File: src/rtl/mem_port_arbiter_pkg.sv
// Shared types and constants for the fetch/data memory-port arbiter.
package mem_port_arbiter_pkg;

    typedef enum logic [1:0] {
        IDLE = 2'd0,
        REQ  = 2'd1,
        WAIT = 2'd2
    } arb_state_t;

    typedef enum logic {
        OWN_I = 1'b0,
        OWN_D = 1'b1
    } owner_t;

    // Instruction fetches are always a 4-byte read.
    localparam logic [2:0] FETCH_SIZE = 3'b010;

endpackage

File: src/rtl/mem_port_arbiter.sv
// Shares one split-transaction memory port between instruction fetch and
// data requests. One transaction is in flight at a time. Data wins ties,
// except when it has already taken MAX_D_STREAK grants in a row while a
// fetch was waiting.
module mem_port_arbiter
    import mem_port_arbiter_pkg::*;
#(
    parameter int MAX_D_STREAK = 4
) (
    input  logic        clk,
    input  logic        reset,
    input  logic        i_valid,
    input  logic [63:0] i_addr,
    output logic        i_ok,
    output logic [31:0] i_data,
    input  logic        d_valid,
    input  logic [63:0] d_addr,
    input  logic [2:0]  d_size,
    input  logic [7:0]  d_strobe,
    input  logic [63:0] d_wdata,
    output logic        d_ok,
    output logic [63:0] d_rdata,
    output logic        m_valid,
    output logic [63:0] m_addr,
    output logic [2:0]  m_size,
    output logic [7:0]  m_strobe,
    output logic [63:0] m_wdata,
    input  logic        m_addr_ok,
    input  logic        m_data_ok,
    input  logic [63:0] m_rdata
);

    localparam logic [3:0] STREAK_MAX = 4'(MAX_D_STREAK);

    arb_state_t state_q, state_d;
    owner_t     owner_q, owner_d;
    logic [3:0] d_streak_q, d_streak_d;
    logic       done;

    // Next state, owner selection in IDLE and fetch-starvation streak tracking.
    always_comb begin
        state_d    = state_q;
        owner_d    = owner_q;
        d_streak_d = d_streak_q;
        done       = 1'b0;
        case (state_q)
            IDLE: begin
                if (d_valid || i_valid) begin
                    state_d = REQ;
                    if (d_valid && !(i_valid && d_streak_q == STREAK_MAX)) begin
                        owner_d = OWN_D;
                        // Streak only counts grants that made a fetch wait.
                        if (i_valid) begin
                            d_streak_d = (d_streak_q == STREAK_MAX) ? STREAK_MAX
                                                                    : d_streak_q + 4'd1;
                        end
                    end else begin
                        owner_d    = OWN_I;
                        d_streak_d = 4'd0;
                    end
                end
            end
            REQ: begin
                if (m_addr_ok) begin
                    if (m_data_ok) begin
                        done    = 1'b1;
                        state_d = IDLE;
                    end else begin
                        state_d = WAIT;
                    end
                end
            end
            WAIT: begin
                if (m_data_ok) begin
                    done    = 1'b1;
                    state_d = IDLE;
                end
            end
            default: state_d = IDLE;
        endcase
    end

    // State, owner and streak registers with synchronous reset.
    always_ff @(posedge clk) begin
        if (reset) begin
            state_q    <= IDLE;
            owner_q    <= OWN_D;
            d_streak_q <= 4'd0;
        end else begin
            state_q    <= state_d;
            owner_q    <= owner_d;
            d_streak_q <= d_streak_d;
        end
    end

    // Memory-side request mux and completion/read-data return; reset
    // silences everything in the same cycle so no stray ok escapes.
    always_comb begin
        logic busy;
        logic fin;
        busy     = (state_q == REQ || state_q == WAIT) && !reset;
        fin      = done && !reset;
        m_valid  = (state_q == REQ) && !reset;
        m_addr   = 64'd0;
        m_size   = 3'd0;
        m_strobe = 8'd0;
        m_wdata  = 64'd0;
        if (busy) begin
            if (owner_q == OWN_D) begin
                m_addr   = d_addr;
                m_size   = d_size;
                m_strobe = d_strobe;
                m_wdata  = d_wdata;
            end else begin
                m_addr   = i_addr;
                m_size   = FETCH_SIZE;
            end
        end
        i_ok    = fin && (owner_q == OWN_I);
        d_ok    = fin && (owner_q == OWN_D);
        i_data  = 32'd0;
        d_rdata = 64'd0;
        if (i_ok) begin
            i_data = i_addr[2] ? m_rdata[63:32] : m_rdata[31:0];
        end
        if (d_ok) begin
            d_rdata = m_rdata;
        end
    end

endmodule

File: config.mk
export PLATFORM = sky130hd
export DESIGN_NAME = mem_port_arbiter
export DESIGN_NICKNAME = d
export VERILOG_FILES = /design/src/rtl/mem_port_arbiter_pkg.sv /design/src/rtl/mem_port_arbiter.sv
export SDC_FILE = /design/constraint.sdc
export NUM_CORES = 1
export LEC_CHECK = 0
export CELL_PAD_IN_SITES_DETAIL_PLACEMENT = 1
export CELL_PAD_IN_SITES_GLOBAL_PLACEMENT = 1
export CORE_AREA = 2 2 198 200
export DETAILED_ROUTE_END_ITERATION = 8
export DIE_AREA = 0 0 200 202
export GPL_TIMING_DRIVEN = 0
export PLACE_DENSITY = 0.65
export SYNTH_ARGS = -nofsm -noshare
export SYNTH_HDL_FRONTEND = slang
export SYNTH_SLANG_ARGS = --single-unit
File: constraint.sdc
create_clock -name clk -period 4.2 [get_ports clk]
set_clock_uncertainty 0.2 [all_clocks]
set_input_delay 0.84 -clock clk [delete_from_list [all_inputs] [get_ports clk]]
set_output_delay 0.84 -clock clk [all_outputs]
set_load 0.005 [all_outputs]
==> flow_summary.yaml <==
logic_synthesis:
  syn_area_per_cell_um2: 7.02
  netlist_instances: 368
  ys_ff_latch: 7
  syn_area_um2: 2580
  netlist_top_cells_area: "and2_1 34%, a22o_1 22%, mux2i_1 12%"
  ys_warn_count: 0
  synth_top_area_share_pct: 33.7
  syn-num-nets: 647
  synth_cell_types: 30
  ys_seq_area_share_pct: 5.43
  yosys.area.top_type: "and2_1"
floorplan:
  die_y_um: 202
  io_pins: 511
  initial_core_util_pct: 6.75
  core_area_um2: 38300
  dieArea_um2: 40400
  die_w_um: 200
  row_count: 72
sta:
  worst_slack_ps: 150
  slew_headroom_pct: 76.8
  whs_ps: 291
  finalCritPeriodShare_pct: 96.4
  setup_viol: 0
  max_freq_mhz: 247
  setup_tns_ps: 0
  finalHoldViolCount: 0
  min_period_ps: 4050
  grt_setup_unrepaired: "no"
  tightest_slew_ps: 349
  slew_viol_final: 0
cells_and_area:
  fin_nets: 1160
  final_common_cell: "clkdlybuf4s50_1"
  areaGrowthSynthToFinish_pct: 227
  regArea_um2: 140
  drive_above_1_share_pct: 4.43
  n_fill_cell: 4585
  final_cell_mix: "506 x clkdlybuf4s50_1, 139 x and2_1, 63 x a22o_1, 32 x mux2i_1, 32 x nor2_1"
  multi_input_area_um2: 2230
  final_cell_area_um2: 8440
  utilization_pct: 22.1
global_route:
  grt_pass1_vias: 5048
  grt_pass1_wl_um: 35000
  overflow: 0
  antenna_found_initial: 6
  grt_usage_pct: 11.7
  grt_max_degree: 11
drt:
  wl_um: 25800
  drc_errors: 0
  wl_met3_um: 2290
  first_pass_iters: 4
  ant_nets: 0
  wire_per_inst_um: 18.4
  top_layer: "met4"
  drtIter0Drc: 185
  via_count: 4791
  wl_met2_um: 12400
  avgViaCountPerCell: 3.41
  wl_met1_um: 10900
setup_path:
  critPathSlowestCell: "clkdlybuf4s50_1"
  cp.arrival_ps: 3010
  worstPathMaxFanout: 10
  slowest_delay_ps: 680
  cp_cell_sequence: "clkdlybuf4s50_1, buf_2, nor3b_4, buf_6, buf_4, a22o_1, clkdlybuf4s50_1"
  cp.required_ps: 3160
  start_kind: "primary input"
  worst_setup_path_end_kind: "primary output"
  cpMostUsedCell: "clkdlybuf4s50_1"
  crit_type: "primary input to primary output"
power_and_ir_drop:
  ir_drop_v: 0.0000839
  p_leak_uw: 0.00321
  powerDensity_nw_per_um2: 128
clock_network:
  cts_tree: "built"
  cts_made_buffers: 3
  ctsRootBufferMaster: "clkbuf_16"
  clkSlewWorstSetupHoldPaths_ps: 30
  cts_resized: 5
  cts_setup_buffers: 0
  insertion_delay_ps: 230
  hold_buffers: 0
  clock_path_buffers: 2
  cts.sinks: 7
  htreeDepth: 1
placement:
  gp_congestion: 0.806
  dpl.hpwl_um: 22700
  port_buffers: 508
  pre_cts_ws_ps: -194
  placed_cell_area_um2: 8320
run_status:
  status: "complete, no violations"
job:
  cap_viol_max_count: 0
min_path:
  hold_path_class: "register to register"
## metal layers
metal | up-vias | global-route usage [%]
met5 | - | 0
li1 | 2302 | -
met1 | 2241 | 14.7
met4 | 0 | 2.33
met3 | 14 | 3.70
met2 | 234 | 19.5
## synth_stat cells
cell,instances
and2_1,139
a22o_1,64
mux2i_1,32
nor2_1,32
buf_2,24
inv_1,8
a21oi_1,7
buf_4,7
clkbuf_1,7
dfxtp_1,7
ha_1,6
nand2_1,5
nor2b_1,5
nand3_1,3
nand4_1,3
nand2b_1,2
nand3b_1,2
nor3b_1,2
o31ai_1,2
a2111o_1,1
a21o_1,1
a311oi_1,1
a31oi_1,1
and3_1,1
and3b_1,1
nor3_1,1
nor3b_2,1
o2111ai_1,1
o21bai_1,1
or3b_2,1
## cells by family after synthesis
kind of cell,synth area share [%]
buffers and inverters,8.87
muxes,12.4
AOI/OAI and AO/OA,25.6
adders and majority gates,2.91
and+or+nand+nor,44.8
DFF,5.43
## through the flow
step                instances  power (uW)
detailed placement       1394         914
CTS                      1398        1090
finish                   1404        1080
floorplan                 368         313
global route             1404        1160
global placement         1394         911
## state kept, by name, summed over array words and instances (netlist names)
| signal | cells |
|---|---|
| d_streak_q | 4 |
| owner_q | 1 |
| state_q | 2 |
## cell type report
type                            count  share of cell area (%)
Clock buffer                        4                   0.933
Timing Repair Buffer              508                    60.3
Sequential cell                     7                    1.66
Antenna cell                        6                   0.178
Buffer                             38                    2.46
Multi-Input combinational cell    315                    26.5
Inverter                            8                   0.356
Tap cell                          518                    7.68
## where the power goes
part	internal, uW	switching (uW)
clock	126	38.1
sequential	71.6	4.41
combinational	541	300
## path summary, 6_finish.rpt
check,from,to,slack (ps),cells after the start
setup / recovery,reset,m_addr[16],150,7
hold reg to reg,d_streak_q[1],d_streak_q[1],290,2
hold / removal,d_streak_q[1],d_streak_q[1],290,2
setup reg to reg,state_q[0],state_q[1],2460,5
## critical path: cells and delay by family
kind,cells,cell delay (ps)
AND/OR/NAND/NOR,1,280
buffers and inverters,5,1710
AO/OA/AOI/OAI,1,160
Note: power is estimated with default switching activity, not from simulation.
==> patch: new RTL, same flow settings <==
Add an input register stage for `d_wdata`, without a reset; this delays it by one clock. The other inputs are not delayed to match.
--- a/src/rtl/mem_port_arbiter.sv
+++ b/src/rtl/mem_port_arbiter.sv
@@ -33,2 +33,8 @@
     localparam logic [3:0] STREAK_MAX = 4'(MAX_D_STREAK);
+
+    logic [63:0] d_wdata_q;
+
+    always_ff @(posedge clk) begin
+        d_wdata_q <= d_wdata;
+    end
 
@@ -112,3 +118,3 @@
                 m_strobe = d_strobe;
-                m_wdata  = d_wdata;
+                m_wdata  = d_wdata_q;
             end else begin
Check against the original RTL: not equivalent (Yosys sat finds a counterexample within 4 cycles, from zero or initial values and one cycle with reset high).
==> patch against the original RTL <==
Sequential cell count grew 64. Largest cell class unchanged. Power grew 140%. Largest power group unchanged. Worst setup slack gained 200 ps. Area after synthesis grew 49%. Sequential share of layout area grew 13 points. Non-clock buffer count shrank 1. Critical path depth is the same. First-iteration DRC count shrank 6.5%. Routed wire length shrank 0.48%. Cell area grew 17%. Critical path type unchanged. Die area is the same. Synthesized cell count grew 16%.
==> patch: results (changes against the original RTL) <==
| Metric | Value |
|---|---|
| CTS root buffer | clkbuf_16 (unchanged) |
| Status | finished, final reports clean (unchanged) |
| Mapped Nets | 707 (was 647) |
| Initial DRT Pass Iterations | 4 (unchanged) |
| Total GRT Usage | 12.1% (was 11.7%) |
| Clock transition at path regs | 60 ps (was 30 ps) |
| Initial antenna violation count | 0 (was 6) |
| Gpl congestion | 0.778 (was 0.806) |
| Most instantiated cells after synthesis | and2_1 (138), dfxtp_1 (71), a22o_1 (64) (was and2_1 (139), a22o_1 (64), mux2i_1 (32), nor2_1 (32), buf_2 (24)) |
| CTS Buf Count | 9 (was 3) |
| Top post-synthesis cells by area | dfxtp_1 (37%), and2_1 (22%), a22o_1 (15%), mux2i_1 (8.9%), nor2_1 (3.3%) (was and2_1 (34%), a22o_1 (22%), mux2i_1 (12%), dfxtp_1 (5.4%), buf_2 (4.7%)) |
| Synthesis warning total | 0 (unchanged) |
| Share of cells above drive strength 1 | 5.57% (was 4.43%) |
| IO Port Bufs | 508 (unchanged) |
| Count of cell types in the netlist | 30 (unchanged) |
| Slew @ Worst Pin | 632 ps (was 349 ps) |
| Path type of the worst min-delay path | reg -> reg (unchanged) |
| Regs by FF count | d_wdata_q (64), d_streak_q (4), state_q (2) (was d_streak_q (4), state_q (2), owner_q (1)) |
| Longest Clk Path Bufs | 2 (unchanged) |
| ANT cells | 0 (was 6) |
| Worst Path Arrival | 2810 ps (was 3010 ps) |
| Post-CTS setup buffer count | 0 (unchanged) |
| Filler cells | 4456 (was 4585) |
| Clk_lat worst skew | 340 ps (was 230 ps) |
| Post-detailed-placement half-perimeter wirelength | 22.2 mm (was 22.7 mm) |
| DR vias/cell | 3.58 (was 3.41) |
| Max VDD drop | 298 uV (was 83.9 uV) |
| First-pass GRT wire length | 36.0 mm (was 35.0 mm) |
| Drt initial violations | 173 (was 185) |
| Htree depth | 3 (was 1) |
| Async SR Flop Fraction | 0% (unchanged) |
| Nets | 1225 (was 1160) |
| Vias in the first global route | 5686 (was 5048) |
| Routed len/inst | 17.5 um (was 18.4 um) |
| Top FF cell, synth | dfxtp_1 (unchanged) |
| Pin count of the biggest net entering global routing | 14 (was 11) |
| Static Leak | 3.81 nW (was 3.21 nW) |
| Placement Setup Slack | -466 ps (was -194 ps) |
| Crit path max fanout | 10 (unchanged) |
| DRC | 0 (unchanged) |
| Register area share after synthesis | 37.0% (was 5.43%) |
## patch: metrics by stage
step / instance area (um2) / cells
global placement: 9570 / 1454
finish: 9900 / 1469
global route: 9900 / 1469
detailed placement: 9570 / 1454
CTS: 9900 / 1469
floorplan: 3840 / 428
## patch: final timing paths
path / from / to / slack (ps) / depth (start not counted)
setup / recovery: reset / d_rdata[47] / 350 / 7
hold / removal: state_q[0]$_SDFFE_PP0P_ / state_q[0]$_SDFFE_PP0P_ / 300 / 2
setup reg to reg: state_q[0]$_SDFFE_PP0P_ / d_streak_q[3]$_SDFFE_PP0P_ / 2430 / 5
hold reg to reg: state_q[0]$_SDFFE_PP0P_ / state_q[0]$_SDFFE_PP0P_ / 300 / 2
## patch: cells by family (layout without fill, tap and decap cells)
logic type	count (synthesis)	after routing	share of synthesized area, %
compound gates	74	74	16.3
mux	34	34	8.86
simple gates	197	197	29.7
fa+ha+maj	6	6	1.95
buf+inv	46	569	6.16
flops	71	71	37.0
## patch: layout make-up
cell class | instances | area [um2] | area share (%)
tap | 518 | 648 | 6.54
inverter | 8 | 30.0 | 0.303
timing repair buffer | 508 | 5080 | 51.3
clock inverter | 5 | 41.3 | 0.417
clock buffer | 11 | 253 | 2.55
buffer | 37 | 226 | 2.29
sequential | 71 | 1420 | 14.4
multi-input combinational | 311 | 2200 | 22.2
## patch: where the power goes
group	switching [W]	internal [W]	leakage (nW)
registers	0.0000146	0.000713	0.597
logic	0.000419	0.000716	3.08
clock network	0.000305	0.000436	0.138
total	0.000739	0.00186	3.81
## patch: timing repair
| item | CTS | global route |
|---|---|---|
| resized for setup | 20 | 0 |
| hold endpoints to repair | 0 | 0 |
| setup endpoints to repair | 216 | 0 |
## patch: critical path, stage by stage
cell	delay [ps]
dlygate4sd2_1	350
and3b_2	350
and3_4	230
buf_6	170
buf_6	160
and2_1	180
clkdlybuf4s50_1	520
## patch: routing by layer
metal  part of all wire, %  global-route usage [%]
met3                    12                    4.37
met2                    49                    21.6
met1                    37                    12.9
met4                   2.2                    4.18
met5                     0                       0
